--- src/rtl/alu_pkg.sv ---
// Shared definitions for the 8-bit ALU and its requester arbiter.
package alu_pkg;

    localparam int BITS = 8;
    localparam int OP_W = 3;

    typedef enum logic [OP_W-1:0] {
        OP_ADD = 3'd0,
        OP_SUB = 3'd1,
        OP_MUL = 3'd2,
        OP_DIV = 3'd3,
        OP_MOD = 3'd4,
        OP_SHR = 3'd5,
        OP_SHL = 3'd6
    } OperationType;

endpackage

--- src/rtl/alu.sv ---
// Combinational unsigned ALU. Divide-by-zero and opcode 7 results are don't-care
// here; the arbiter overrides them.
module alu
    import alu_pkg::*;
(
    input  logic [BITS-1:0] a,
    input  logic [BITS-1:0] b,
    input  logic [OP_W-1:0] op,
    output logic [BITS-1:0] result
);

    always_comb begin
        // NOTE: result gets a default before the case so no path leaves it unassigned (no latch).
        result = '0;
        case (op)
            OP_ADD:  result = a + b;
            OP_SUB:  result = a - b;
            OP_MUL:  result = a * b;
            OP_DIV:  result = a / b;
            OP_MOD:  result = a % b;
            // Logical shifts naturally give 0 once the amount reaches BITS.
            OP_SHR:  result = a >> b;
            OP_SHL:  result = a << b;
            default: result = '0;
        endcase
    end

endmodule

--- src/rtl/alu_arbiter.sv ---
// Round-robin arbiter sharing one ALU between NUM_REQ requesters, with a
// registered, backpressurable response tagged by requester id.
module alu_arbiter
    import alu_pkg::*;
#(
    parameter int NUM_REQ = 2,
    parameter int ID_W    = $clog2(NUM_REQ)
) (
    input  logic                    clk,
    input  logic                    rst,
    input  logic [NUM_REQ-1:0]      req_valid,
    output logic [NUM_REQ-1:0]      req_ready,
    input  logic [NUM_REQ*BITS-1:0] req_a,
    input  logic [NUM_REQ*BITS-1:0] req_b,
    input  logic [NUM_REQ*OP_W-1:0] req_op,
    output logic                    rsp_valid,
    input  logic                    rsp_ready,
    output logic [BITS-1:0]         rsp_result,
    output logic [ID_W-1:0]         rsp_id,
    output logic                    rsp_err,
    output logic                    busy
);

    typedef enum logic [1:0] {IDLE, EXEC, RESP} state_t;

    state_t          state;
    logic [BITS-1:0] a_q, b_q;
    logic [OP_W-1:0] op_q;
    logic [ID_W-1:0] id_q, last_grant;
    logic [ID_W-1:0] grant;
    logic            grant_any;
    logic [BITS-1:0] alu_result;
    logic            undef_err;

    // First valid index after the previous winner, wrapping.
    function automatic logic [ID_W-1:0] rr_pick(input logic [NUM_REQ-1:0] valid,
                                                input logic [ID_W-1:0]    last);
        logic [ID_W-1:0] win;
        logic [ID_W-1:0] cand;
        logic            found;
        win   = '0;
        found = 1'b0;
        for (int k = 1; k <= NUM_REQ; k++) begin
            cand = ID_W'((int'(last) + k) % NUM_REQ);
            if (!found && valid[cand]) begin
                win   = cand;
                found = 1'b1;
            end
        end
        return win;
    endfunction

    assign grant     = rr_pick(req_valid, last_grant);
    assign grant_any = |req_valid;
    assign busy      = (state != IDLE);

    // Gated by rst so no requester sees an accept while reset is held.
    always_comb begin
        req_ready = '0;
        if (state == IDLE && grant_any && !rst)
            req_ready[grant] = 1'b1;
    end

    alu u_alu (
        .a      (a_q),
        .b      (b_q),
        .op     (op_q),
        .result (alu_result)
    );

    assign undef_err = ((op_q == OP_DIV || op_q == OP_MOD) && b_q == '0)
                     || (op_q == OP_W'(7));

    // NOTE: non-blocking assignments for all state, so every register samples pre-edge values.
    always_ff @(posedge clk or posedge rst) begin
        if (rst) begin
            state      <= IDLE;
            rsp_valid  <= 1'b0;
            rsp_result <= '0;
            rsp_id     <= '0;
            rsp_err    <= 1'b0;
            a_q        <= '0;
            b_q        <= '0;
            op_q       <= '0;
            id_q       <= '0;
            last_grant <= ID_W'(NUM_REQ - 1);
        end else begin
            case (state)
                IDLE: begin
                    if (grant_any) begin
                        a_q        <= req_a[grant*BITS +: BITS];
                        b_q        <= req_b[grant*BITS +: BITS];
                        op_q       <= req_op[grant*OP_W +: OP_W];
                        id_q       <= grant;
                        last_grant <= grant;
                        state      <= EXEC;
                    end
                end
                EXEC: begin
                    rsp_result <= undef_err ? '0 : alu_result;
                    rsp_err    <= undef_err;
                    rsp_id     <= id_q;
                    rsp_valid  <= 1'b1;
                    state      <= RESP;
                end
                RESP: begin
                    if (rsp_ready) begin
                        rsp_valid <= 1'b0;
                        state     <= IDLE;
                    end
                end
                default: state <= IDLE;
            endcase
        end
    end

endmodule
--- config.mk ---
export PLATFORM = sky130hd
export DESIGN_NAME = alu_arbiter
export DESIGN_NICKNAME = d
export VERILOG_FILES = /design/src/rtl/alu_pkg.sv /design/src/rtl/alu.sv /design/src/rtl/alu_arbiter.sv
export SDC_FILE = /design/constraint.sdc
export NUM_CORES = 1
export LEC_CHECK = 0
export ABC_CLOCK_PERIOD_IN_PS = 12900
export CAP_MARGIN = 30
export CORE_ASPECT_RATIO = 0.5
export CORE_UTILIZATION = 59
export DETAILED_ROUTE_END_ITERATION = 16
export GPL_TIMING_DRIVEN = 0
export PLACE_DENSITY_LB_ADDON = 0.1
export RECOVER_POWER = 25
export SLEW_MARGIN = 20
export SYNTH_ARGS = -nofsm -noshare
export SYNTH_HDL_FRONTEND = slang
export SYNTH_SLANG_ARGS = --single-unit
export TNS_END_PERCENT = 100
--- constraint.sdc ---
create_clock -name clk -period 12.9 [get_ports clk]
set_clock_uncertainty 0.1 [all_clocks]
set_input_delay 1.935 -clock clk [delete_from_list [all_inputs] [get_ports clk]]
set_output_delay 1.935 -clock clk [all_outputs]
set_load 0.01 [all_outputs]
# Yosys cells after proc, flatten, opt, wreduce, memory -nomap -nowiden
# Index checks and enable logic that the tools add are counted.
[classes]
addsub = 4
multipliers = 2
n_div = 2
order_cmp = 4
n_eq_ne = 11
n_shift = 5
n_mux = 17
n_reduce_logical = 18
[op_table]
columns = ["cell", "n"]
rows = [
  ["one-hot mux 8 bit (7 select lines)", 1],
  ["variable part select 16 x 5 -> 8 bit", 2],
  ["equality test 3 bit (second input constant)", 4],
  ["two-way mux 1 bit", 9],
  ["adder 8 bit", 1],
  ["divider 8 x 8 -> 8 bit", 1],
  ["logical NOT 8 bit", 1],
  ["remainder unit 8 x 8 -> 8 bit", 1],
  ["multiplier 8 x 8 -> 8 bit", 1],
  ["two-way mux 8 bit", 1],
  ["<< shifter 8 x 8 -> 8 bit", 1],
  ["right shift 8 x 8 -> 8 bit", 1],
  ["subtractor 8 bit", 1],
  ["equality test 3 x 2 -> 1 bit (second input constant)", 2],
  ["less-than comparator 1 x 2 -> 1 bit (second input constant)", 3],
  ["two-way mux 2 bit", 3],
  ["one-hot mux 2 bit (3 select lines)", 1],
  ["AND reduction 2 bit", 3],
  ["variable part select 6 x 4 -> 3 bit", 1],
  ["logical AND 1 bit", 5],
  ["!= test 2 bit (second input constant)", 2],
  ["nonzero test 2 bit", 2],
  ["equality test 3 x 1 -> 1 bit (second input constant)", 1],
  ["logical NOT 3 bit", 1],
  ["other kinds (11)", 14],
]
[totals]
regBits = 34
inputBits = 43
out_inout_bits = 14
word_cells = 73

# Logic depth before layout (Yosys ltp)
[depth]
word_depth = 12
ltp_mapped = 49
mapped_depth_nobuf = 47

# Hierarchy
# From an unflattened synthesis, not the netlist that was laid out.
[hier_totals]
cells_unflattened = 705
area_unflattened_um2 = 5555.3
[by_module_without_submodules]
columns = ["module", "instances", "cells_per_inst", "area_per_inst_um2", "seq_area_each_um2"]
rows = [
  ["alu", 1, 550, 3943.8, 0.0],
  ["alu_arbiter", 1, 155, 1611.5, 852.1],
]

# Worst setup path before layout
# OpenSTA, ideal clock, no wires.
[synth_timing]
path_type = "reg-to-reg"
from = "register b_q[0]"
to = "register rsp_result[0]"
setup_ps = 116
arrival_ps = 11441
t_required_ps = 12684
setup_slack_ps = 1243
stages_incl_launch_ff = 48
path_buffers = 3
synth_period_minus_slack_ps = 11657
cell_sequence = "dfrtp_1 > clkbuf_1 > buf_1 > inv_1 > ha_1 > a41oi_1 > a31oi_1 > ha_1 > o21ai_0 > a211oi_1 > mux2_2 > ha_1 > o211ai_1 > a211oi_4 > a21boi_2 > nor2_1 > ha_1 > a21o_1 > [12 not listed] > a41oi_2 > mux2_2 > ha_1 > nor3_1 > a211oi_1 > a21oi_1 > o22a_1 > buf_1 > a211oi_1 > a21o_1 > ha_1 > o21ai_0 > nand2b_1 > a31oi_1 > a21o_1 > nand2_1 > and2_0 > o311ai_0"
[synth_via]
elab_chain_cells = 4
word_cells_on_any_way = 12
cone_classes = "add/sub (2); mul (1); div (2); shift (2); mux (2); reduce/logical (3)"
[synth_rtl]
columns = ["item", "line", "rtl"]
rows = [
  ["start: declaration", "alu_arbiter.sv:27", "logic [BITS-1:0] a_q, b_q;"],
  ["start signal: assignment", "alu_arbiter.sv:92", "b_q <= req_b[grant*BITS +: BITS];"],
  ["branches (longest 3 deep; another with remainder unit 8 x 8 -> 8 bit)", "--", ""],
  ["two-way mux 8 bit (*)", "alu_arbiter.sv:100", "rsp_result <= undef_err ? '0 : alu_result;"],
  ["end signal: assignment", "alu_arbiter.sv:100", ""],
  ["end: declaration", "alu_arbiter.sv:18", "output logic [BITS-1:0] rsp_result,"],
]
# Every way passes the cells marked *.
# A chain may end at the register's enable or synchronous reset.

# Final worst setup path
[layout_timing]
from = "register b_q[0]"
to = "register rsp_result[7]"
# Same word-level chain as after synthesis.

==> summary.txt <==
Status
  • Status: complete, no violations

Min path
  • Tightest Hold Check Type: flop to flop
  • Hold_sp: rsp_result[2]

Logic synthesis
  • Area share of the largest cell type after synthesis: 15.4%
  • Yosys reg bits: 34
  • Synthesized instance count: 667
  • Distinct cells, synth: 77
  • Dominant synthesized flop cell: dfrtp_1
  • Post-Syn Area: 5380 sq um
  • FFs w/ async S/R, synth: 100%
  • Post-synth top cells: 70 x nand2_1, 64 x ha_1, 62 x nor2_1, 45 x inv_1, 45 x o21ai_0
  • Largest area contributor in the netlist: dfrtp_1
  • Top post-synthesis cells by area: dfrtp_1 15%, ha_1 15%, mux2i_1 7.1%
  • Yosys Warn Count: 0
  • Avg Cell Area, Syn: 8.06 sq um
  • Post-synthesis sequential area ratio: 15.8%
  • Dominant cell by count in the synthesized netlist: nand2_1
  • Post-synth EDFFs: 0
  • Synthesized net count: 788

Detailed routing
  • DR pass1 iterations: 6
  • Final WL: 16000 microns
  • Via/cell ratio: 6.31
  • Remaining DRCs: 0
  • Drt initial violations: 483
  • Antenna viol nets, final: 0
  • Vias after detailed routing: 5424
  • Routed len/inst: 18.7 microns

Worst setup path
  • Reg-to-Reg Start: b_q[0]
  • Reg2Reg Capture Point: rsp_result[7]
  • R2r setup slk: 600 ps
  • Classification of the worst setup path: flop to flop
  • Peak per-stage delay on the critical path: 470 ps
  • Required time worst endpoint: 12930 ps
  • Crit path to: rsp_result[7]
  • Reg2Reg Depth: 46
  • Crit-path max FO: 10
  • CP max-delay cell: dfrtp_2
  • Nature of the critical path startpoint: flop
  • Critical Path Start: b_q[0]
  • CP Capture Type: flop
  • Arrival time at the worst endpoint: 12330 ps
  • Most frequent CP cell: ha_1

Clocking
  • Clock Path Buffers: 2
  • TritonCTS clock tree: yes
  • CTS buffer count: 5
  • H-tree depth: 2
  • CTS Root Cell: clkbuf_16
  • Clk Latency, worst-skew pair: 280 ps
  • Clock sink total: 34
  • Clock slew at reported path FFs: 60 ps

Layout
  • Layout area overhead: 19.2%
  • Ant. Diodes: 0
  • Total Nets Final: 862
  • Share of cells above drive strength 1: 8.63%
  • Final core occ: 73.1%

Die
  • Die ar.: 9530 sq um
  • Initial Util: 61.3%
  • Core box area: 8770 sq um
  • # rows: 24
  • Die extent in x: 137 microns
  • IO Pins: 57
  • Die height: 69.5 microns

GRT
  • Vias in the first global route: 5088
  • Pin count of the biggest net entering global routing: 36
  • All-Layer GR Usage: 34.6%
  • Initial antenna violation count: 0
  • First-pass GRT wire length: 25400 microns
  • Gr ovfl total: 0

Timing
  • Fmax: 81.3 MHz
  • Setup TNS Final: 0 ps
  • Slew Limit Fails: 0
  • Slew @ Worst Pin: 1250 ps
  • Tmin final: 12300 ps
  • Slew HR: 16.4%
  • Final hold violations: 0
  • Period Utilization, post-route: 95.4%
  • Final Setup Violations: 0

Run
  • Max_cap viols: 0

Place
  • RePlAce Congestion: 0.979
  • IO buf count: 56
  • DP HPWL: 12300 microns
[worst min-delay path by stage]
stage	end	depth (start not counted)
detailed placement	rsp_result[7]	2
CTS	rsp_result[7]	2
finish	rsp_result[2]	2
global placement	rsp_result[1]	2
floorplan	id_q	1
global route	rsp_result[7]	2
[worst max-delay path, delay by kind of cell (launching register included)]
family          cells  cell delay, ps
flops               1             470
buf+inv             4             950
fa+ha+maj           8            2630
compound gates     23            5410
mux                 4            1550
simple gates        7            1050
[registers in the layout (all words and copies together), names as in the netlist]
register    count
a_q             8
b_q             8
rsp_result      8
op_q            3
state           2
id_q            1
last_grant      1
rsp_err         1
rsp_id          1
rsp_valid       1
[routing by layer]
layer,global-route usage [%],vias to the layer above,wire (microns)
met3,9.06,35,1740
met5,0,-,0
li1,-,2552,-
met1,50.4,2533,7390
met4,6.96,0,314
met2,51.4,304,6610
[layout by cell type, fill, tap and decap left out, drive strengths merged, types with 19 or more instances in the layout]
cell,instances
a21oi,29
buf,19
clkbuf,34
clkdlybuf4s50,53
dfrtp,33
ha,64
inv,44
mux2i,38
nand2,70
nor2,63
o21ai,46
xnor2,32
[through the flow]
step / worst slack (ps) / hold WS, ps / instance area, sq um / std cells
global placement: -1250 / 379 / 6090 / 840
finish: 599 / 395 / 6410 / 859
detailed placement: -1510 / 388 / 6090 / 840
CTS: 131 / 399 / 6330 / 852
floorplan: 1240 / 369 / 5380 / 667
global route: -0.742 / 414 / 6410 / 859
[layout make-up]
class | count | area (sq um)
Fill cell | 720 | 2360
Sequential cell | 34 | 855
Timing Repair Buffer | 68 | 652
Buffer | 34 | 154
Inverter | 48 | 184
Tap cell | 117 | 146
Clock inverter | 1 | 30.0
Multi-Input combinational cell | 550 | 4250
Clock buffer | 7 | 143
[kinds of logic after synthesis]
kind of cell / count (synthesis) / synth area share, %
adder cells (fa/ha/maj): 78 / 20.1
multiplexers: 51 / 11.0
AO/OA/AOI/OAI: 174 / 22.1
buffers and inverters: 83 / 6.12
XOR/XNOR: 43 / 7.00
flip-flops: 34 / 15.8
AND/OR/NAND/NOR: 204 / 17.8
[timing repair]
action / 4_1_cts / 5_1_grt
setup endpoints to repair: 8 / 8
gates resized for setup: 10 / 9
buffers inserted: 4 / 6
hold buffers: 0 / 0
pin swaps: 1 / 4
Power is left out: the tool's default activity adds up to more than one toggle a clock period on the data nets, which glitch-free logic cannot reach.
